**src/rtl/disparo_alarme_pkg.sv**
```systemverilog
// ---------------------------------------------------------------------------
// disparo_alarme_pkg
//   Shared definitions for the alarm clock datapath: FSM state encoding of the
//   alarm reader, BCD field widths and the 24-bit {HH,MM,SS} time packing.
//   Also imported by the clock counter chain and the alarm setter, so any change
//   here affects all three blocks.
// ---------------------------------------------------------------------------
package disparo_alarme_pkg;

  // One BCD digit is 4 bits; a time word holds six digits {Ht,Hu,Mt,Mu,St,Su}.
  localparam int BCD_W   = 4;
  localparam int DIGITOS = 6;
  localparam int CAMPO_W = 2 * BCD_W;        // one field (HH, MM or SS)
  localparam int TEMPO_W = BCD_W * DIGITOS;  // full packed time word

  // Bit offsets of each field inside the packed time word.
  localparam int POS_HH = 2 * CAMPO_W;
  localparam int POS_MM = CAMPO_W;
  localparam int POS_SS = 0;

  // Alarm reader states; the encoding is visible on the estado output.
  typedef enum logic [1:0] {
    IDLE    = 2'd0,
    TOCANDO = 2'd1,
    SONECA  = 2'd2
  } estado_t;

  // Packs three two-digit BCD fields into a time word, hour tens at the MSB.
  function automatic logic [TEMPO_W-1:0] empacotar_tempo(
    input logic [CAMPO_W-1:0] hh,
    input logic [CAMPO_W-1:0] mm,
    input logic [CAMPO_W-1:0] ss
  );
    logic [TEMPO_W-1:0] w;
    w = '0;
    w[POS_HH +: CAMPO_W] = hh;
    w[POS_MM +: CAMPO_W] = mm;
    w[POS_SS +: CAMPO_W] = ss;
    return w;
  endfunction

endpackage

```
**src/rtl/detector_borda.sv**
```systemverilog
// ---------------------------------------------------------------------------
// detector_borda
//   Rising-edge detector: registers the input and emits a one-cycle pulse on
//   the cycle where the input is high and was low on the previous cycle.
//   A level held high produces only one pulse.
// Ports
//   i_clk    in  1  clock
//   i_rst    in  1  synchronous active-high reset (previous sample cleared)
//   i_sinal  in  1  level to watch, synchronous to i_clk
//   o_pulso  out 1  combinational pulse: i_sinal & ~previous sample
// ---------------------------------------------------------------------------
module detector_borda (
  input  logic i_clk,
  input  logic i_rst,
  input  logic i_sinal,
  output logic o_pulso
);

  logic r_anterior;

  // NOTE: clocked state is updated with non-blocking assignments so every
  // register samples the values from before the edge, independent of the
  // order in which the always blocks are evaluated.
  always_ff @(posedge i_clk) begin
    if (i_rst) begin
      r_anterior <= 1'b0;
    end else begin
      r_anterior <= i_sinal;
    end
  end

  assign o_pulso = i_sinal & ~r_anterior;

endmodule

```
**src/rtl/disparo_alarme.sv**
```systemverilog
// ---------------------------------------------------------------------------
// disparo_alarme
//   Reader side of the alarm register. Compares the running clock time with
//   the alarm time, starts ringing on the first cycle of a match, and handles
//   snooze and stop. Ringing lasts TEMPO_TOQUE ticks, each snooze silences for
//   TEMPO_SONECA ticks, and at most MAX_SONECAS snoozes are granted per event.
// Parameters
//   TEMPO_TOQUE   seconds of ringing before automatic stop
//   TEMPO_SONECA  seconds of silence per snooze
//   MAX_SONECAS   snoozes allowed per alarm event (must fit in 2 bits)
//   LARGURA_CNT   width of the seconds down-counter
// Ports
//   clk50mhz         in  1   board clock
//   resetar          in  1   synchronous active-high reset
//   tick_1hz         in  1   one-cycle pulse per second
//   hora_atual       in  24  current time, packed BCD {HH,MM,SS}
//   alarme_completo  in  24  alarm time, same packing
//   alarme_ativo     in  1   1 = alarm armed; 0 forces IDLE
//   btn_soneca       in  1   snooze button level (debounced)
//   btn_parar        in  1   stop button level (debounced)
//   buzzer           out 1   1 s on / 1 s off while ringing (registered)
//   led_alarme       out 1   high in TOCANDO or SONECA (registered)
//   estado           out 2   current FSM state
//   sonecas_usadas   out 2   snoozes consumed in the current event
// ---------------------------------------------------------------------------
module disparo_alarme
  import disparo_alarme_pkg::*;
#(
  parameter int TEMPO_TOQUE  = 60,
  parameter int TEMPO_SONECA = 300,
  parameter int MAX_SONECAS  = 3,
  parameter int LARGURA_CNT  = 9
) (
  input  logic               clk50mhz,
  input  logic               resetar,
  input  logic               tick_1hz,
  input  logic [TEMPO_W-1:0] hora_atual,
  input  logic [TEMPO_W-1:0] alarme_completo,
  input  logic               alarme_ativo,
  input  logic               btn_soneca,
  input  logic               btn_parar,
  output logic               buzzer,
  output logic               led_alarme,
  output logic [1:0]         estado,
  output logic [1:0]         sonecas_usadas
);

  localparam logic [LARGURA_CNT-1:0] CNT_TOQUE  = LARGURA_CNT'(TEMPO_TOQUE);
  localparam logic [LARGURA_CNT-1:0] CNT_SONECA = LARGURA_CNT'(TEMPO_SONECA);
  localparam logic [LARGURA_CNT-1:0] CNT_UM     = LARGURA_CNT'(1);
  localparam logic [1:0]             LIM_SONECA = 2'(MAX_SONECAS);

  // -------------------------------------------------------------------------
  // Registers and next-state wires
  // -------------------------------------------------------------------------
  estado_t                r_estado;
  logic [LARGURA_CNT-1:0] r_cnt;
  logic                   r_fase;     // buzzer phase: 1 = sounding second
  logic [1:0]             r_sonecas;
  logic                   r_buzzer;
  logic                   r_led;

  estado_t                w_estado_prox;
  logic [LARGURA_CNT-1:0] w_cnt_prox;
  logic                   w_fase_prox;
  logic [1:0]             w_sonecas_prox;

  logic w_igual;
  logic w_pulso_igual;
  logic w_disparo;
  logic w_p_soneca;
  logic w_p_parar;
  logic w_expirou;

  // -------------------------------------------------------------------------
  // Match and button edge detection
  // -------------------------------------------------------------------------
  // Raw equality of the packed words; invalid BCD codes compare like any other
  // value. Only the first cycle of a match counts, so a match that lasts the
  // whole second raises a single event.
  assign w_igual = (hora_atual == alarme_completo);

  detector_borda u_borda_igual (
    .i_clk   (clk50mhz),
    .i_rst   (resetar),
    .i_sinal (w_igual),
    .o_pulso (w_pulso_igual)
  );

  detector_borda u_borda_soneca (
    .i_clk   (clk50mhz),
    .i_rst   (resetar),
    .i_sinal (btn_soneca),
    .o_pulso (w_p_soneca)
  );

  detector_borda u_borda_parar (
    .i_clk   (clk50mhz),
    .i_rst   (resetar),
    .i_sinal (btn_parar),
    .o_pulso (w_p_parar)
  );

  assign w_disparo = w_pulso_igual & alarme_ativo;

  // Last tick of a ringing or snooze period.
  assign w_expirou = tick_1hz & (r_cnt == CNT_UM);

  // -------------------------------------------------------------------------
  // State register, counters and registered outputs
  // -------------------------------------------------------------------------
  // NOTE: only control state is reset here; there is no storage array in this
  // block, so every register returns to a known value on resetar.
  always_ff @(posedge clk50mhz) begin
    if (resetar) begin
      r_estado  <= IDLE;
      r_cnt     <= '0;
      r_fase    <= 1'b0;
      r_sonecas <= 2'd0;
      r_buzzer  <= 1'b0;
      r_led     <= 1'b0;
    end else begin
      r_estado  <= w_estado_prox;
      r_cnt     <= w_cnt_prox;
      r_fase    <= w_fase_prox;
      r_sonecas <= w_sonecas_prox;
      // Outputs follow the registered state with one cycle of latency.
      r_buzzer  <= (r_estado == TOCANDO) & r_fase;
      r_led     <= (r_estado != IDLE);
    end
  end

  // -------------------------------------------------------------------------
  // Next-state logic
  //   Priority: ~alarme_ativo > p_parar > p_soneca > expiry > tick decrement.
  //   A granted snooze consumes the cycle, so a coincident tick is dropped.
  // -------------------------------------------------------------------------
  // NOTE: every signal driven here gets a default first, so no path leaves a
  // value unassigned and no latch is inferred.
  always_comb begin
    w_estado_prox  = r_estado;
    w_cnt_prox     = r_cnt;
    w_fase_prox    = r_fase;
    w_sonecas_prox = r_sonecas;

    if (!alarme_ativo || w_p_parar) begin
      w_estado_prox = IDLE;
      w_cnt_prox    = '0;
      w_fase_prox   = 1'b0;
    end else begin
      unique case (r_estado)
        IDLE: begin
          if (w_disparo) begin
            w_estado_prox  = TOCANDO;
            w_cnt_prox     = CNT_TOQUE;
            w_fase_prox    = 1'b1;
            w_sonecas_prox = 2'd0;
          end
        end

        TOCANDO: begin
          // Snooze presses at the limit fall through and ringing continues.
          if (w_p_soneca && (r_sonecas < LIM_SONECA)) begin
            w_estado_prox  = SONECA;
            w_cnt_prox     = CNT_SONECA;
            w_sonecas_prox = r_sonecas + 2'd1;
          end else if (w_expirou) begin
            w_estado_prox = IDLE;
            w_cnt_prox    = '0;
            w_fase_prox   = 1'b0;
          end else if (tick_1hz) begin
            w_cnt_prox  = r_cnt - CNT_UM;
            w_fase_prox = ~r_fase;
          end
        end

        SONECA: begin
          // Snooze button has no effect while already snoozing.
          if (w_expirou) begin
            w_estado_prox = TOCANDO;
            w_cnt_prox    = CNT_TOQUE;
            w_fase_prox   = 1'b1;
          end else if (tick_1hz) begin
            w_cnt_prox = r_cnt - CNT_UM;
          end
        end

        default: begin
          w_estado_prox = IDLE;
          w_cnt_prox    = '0;
          w_fase_prox   = 1'b0;
        end
      endcase
    end
  end

  assign buzzer         = r_buzzer;
  assign led_alarme     = r_led;
  assign estado         = r_estado;
  assign sonecas_usadas = r_sonecas;

endmodule

```
**config.mk**
```make
export PLATFORM = sky130hd
export DESIGN_NAME = disparo_alarme
export DESIGN_NICKNAME = d
export VERILOG_FILES = /design/src/rtl/disparo_alarme_pkg.sv /design/src/rtl/detector_borda.sv /design/src/rtl/disparo_alarme.sv
export SDC_FILE = /design/constraint.sdc
export NUM_CORES = 1
export LEC_CHECK = 0
export ABC_AREA = 1
export CAP_MARGIN = 20
export CORE_MARGIN = 1
export CORE_UTILIZATION = 40
export DETAILED_ROUTE_END_ITERATION = 8
export GPL_ROUTABILITY_DRIVEN = 0
export PLACE_DENSITY = 0.86
export REMOVE_ABC_BUFFERS = 1
export SKIP_CTS_REPAIR_TIMING = 1
export SLEW_MARGIN = 20
export SYNTH_ARGS = -nofsm -noshare
export SYNTH_HDL_FRONTEND = slang
export SYNTH_HIERARCHICAL = 1
export SYNTH_SLANG_ARGS = --single-unit
```
**constraint.sdc**
```tcl
create_clock -name clk50mhz -period 2 [get_ports clk50mhz]
set_input_delay 0.3 -clock clk50mhz [delete_from_list [all_inputs] [get_ports clk50mhz]]
set_output_delay 0.3 -clock clk50mhz [all_outputs]
set_load 0.01 [all_outputs]
```
==> impl_results.md <==
* Req. time, crit path at 2200 ps
* Gr ovfl total at 0
* Antenna violations before repair at 0
* PwrDens at 357.4 nW/um^2
* First-pass GRT wire length at 5858 um
* Final worst slack at 79.07 ps
* Clk root buf: clkbuf_4
* Internal power at 582.5 uW
* Simple-gate share of the synthesized area at 0.3668
* Worst IR Drop VDD at 195.9 uV
* PnR Total Power at 784.4 uW
* Comb pwr share at 0.254
* Max-Cap Viols at 0
* Setup TNS at 0 ps
* # H-tree levels at 1
* ANT cells at 0
* Detailed Route WL at 3890 um
* Horiz. Die Dim at 60.85 um
* Grt peak-use layer: met2
* Critical Path Fanout Max at 3
* Final-report setup violation count at 0
* Worst Path Arrival at 2120 ps
* Post-Syn Area at 1385 um^2
* Met2 usage at 0.4066
* Cell row count at 21
* Syn-to-layout area delta at 58.45%
* Clock power frac at 0.260
* CTS tree: yes
* Syn_area_per_cell at 6.659 um^2
* Post-DP HPWL at 2869 um
* Sequential power share at 0.486
* Global Route met3 Usage at 0.04478
* Cells after synthesis at 208
* Post-Synth XOR/XNOR Area at 0.1391
* Die H at 60.85 um
* DR iter-0 viols at 64
* Synth cell types at 24
* Synth Area in Compound Gates at 0.09937
* Post-Place Cell Area at 2057 um^2
* Number of global-route vias before repair at 1,516
* Mux cell area share after synthesis at 0
* CP Capture Type: flop
* Net Sw Power at 201.9 uW
* Core ar. at 3337 um^2
* Crit Path Category: in2reg
* Final hold violations at 0
* Full die area at 3702 um^2
* Insertion delay to the later sink of the worst-skew pair at 310 ps
* Final #Nets at 333
* Vias per Instance at 4.931
* Clk buf depth at 2
* Vias at 1,583
* Synth warn at 6
* Clk_skew at 11.83 ps
* Util after Layout at 0.6577
* Minimum clock period at 1921 ps
* Max Transition Viols Final at 0
* Met1 Usage GRT at 0.2108
* Drt wl/cell at 12.12 um
* HP Class: reg2reg
* CTS sink count at 19
* Seq/Total Area, Yosys at 0.2746
* Boundary Pins at 60
* Total GRT Usage at 0.2100
* Status: finished clean
* Post-synthesis adder-cell area fraction at 0.02710
* Layout cells sized above 1 at 0.09455
* Initial Utilization at 0.4151
* Pin count of the biggest net entering global routing at 11
* Clock slew at reported path FFs at 120 ps
* Flops & latches, synth at 19
* Most frequent cells in the layout: nand2_1 (43), dlymetal6s2s_1 (30), inv_1 (29), clkdlybuf4s50_1 (29), nor2_1 (22)
* Pre-CTS WS at -325.7 ps
* Leakage power at 1.185 nW
* Number of port buffers at 59
* DRT Pass-1 Iters at 4
* Relative slew slack at 0.6987
* Residual DRC at 0
* Total CTS buffers at 3
* Most common cell after layout, fill and taps aside: nand2_1
* Sw Ratio at 0.2574
* Largest family of logic cells by synthesized area: simple AND/OR/NAND/NOR gates
* Final Cycle Share at 0.9605
* Slew at the pin closest to its max-slew limit at 451.3 ps
* Fmax at 0.5206 GHz
* Design area at 2195 um^2
* Post-route ant nets at 0
* Worst setup SP type: input port
==> metal layers <==
metal / up-vias / routed length, um
li1: 799 / -
met1: 704 / 1470
met2: 69 / 2092
met3: 11 / 250
met4: 0 / 76
met5: - / 0
==> sequential cells by signal, indices dropped and copies added (netlist names) <==
register,flops
buzzer,1
estado,2
r_cnt,9
u_borda_soneca/r_anterior,1
u_borda_igual/r_anterior,1
led_alarme,1
u_borda_parar/r_anterior,1
sonecas_usadas,2
r_fase,1
==> worst max-delay path, stage by stage <==
cell	delay, ps
clkdlybuf4s50_1	500
xnor2_1	140
nand4_1	110
nand3b_1	170
nor2_1	100
inv_1	60
nor2_2	130
nand2_2	90
nand2_4	80
nand2_1	90
inv_1	80
nor2_1	40
o21ai_1	160
nor3_2	60
==> cell type report <==
type,instances,area (um^2)
fillers,292,1142
multi-input cells,157,897.1
repair buffers,64,715.7
flip-flops and latches,19,380.4
inverters,31,117.6
well taps,46,57.56
clock buffers,4,26.28
==> metrics by stage <==
step,hold slack [ps],std cells
floorplan,372.4,207
global placement,462.0,315
detailed placement,477.0,315
CTS,492.5,319
global route,501.2,321
finish,493.2,321
==> cells in the mapped netlist, drive strengths merged <==
cell	instances	area share
nand2	49	0.15
inv	30	0.081
nor2	27	0.095
dfxtp	19	0.27
xnor2	16	0.10
nand3	15	0.054
a21oi	12	0.046
o21ai	12	0.043
nand4	7	0.032
nor3	6	0.029
xor2	6	0.038
ha	3	0.027
a211oi	1	0.0054
a31oi	1	0.0045
buf	1	0.0081
clkinv	1	0.0036
nand3b	1	0.0054
nor4	1	0.0045
==> cell families after synthesis <==
family          count (synthesis)
compound gates                 26
fa+ha+maj                       3
buf+inv                        32
flops                          19
simple gates                  106
xor+xnor                       22
==> worst paths after layout <==
check,start,cells past startpoint,to,slack [ps]
min,r_cnt[6]$_SDFFE_PP0P_,2,r_cnt[6]$_SDFFE_PP0P_,490
min reg2reg,r_cnt[6]$_SDFFE_PP0P_,2,r_cnt[6]$_SDFFE_PP0P_,490
max reg2reg,r_cnt[1]$_SDFFE_PP0P_,9,r_cnt[0]$_SDFFE_PP0P_,440
max,hora_atual[14],14,r_cnt[0]$_SDFFE_PP0P_,80
==> power groups by stage <==
stage               registers, mW  clock network, mW  logic, mW
floorplan                   0.389                  0     0.0712
global placement            0.389                  0      0.196
detailed placement          0.389                  0      0.200
CTS                         0.381              0.201      0.201
global route                0.381              0.222      0.217
finish                      0.381              0.204      0.199
Power figures use the tool's default switching activity.
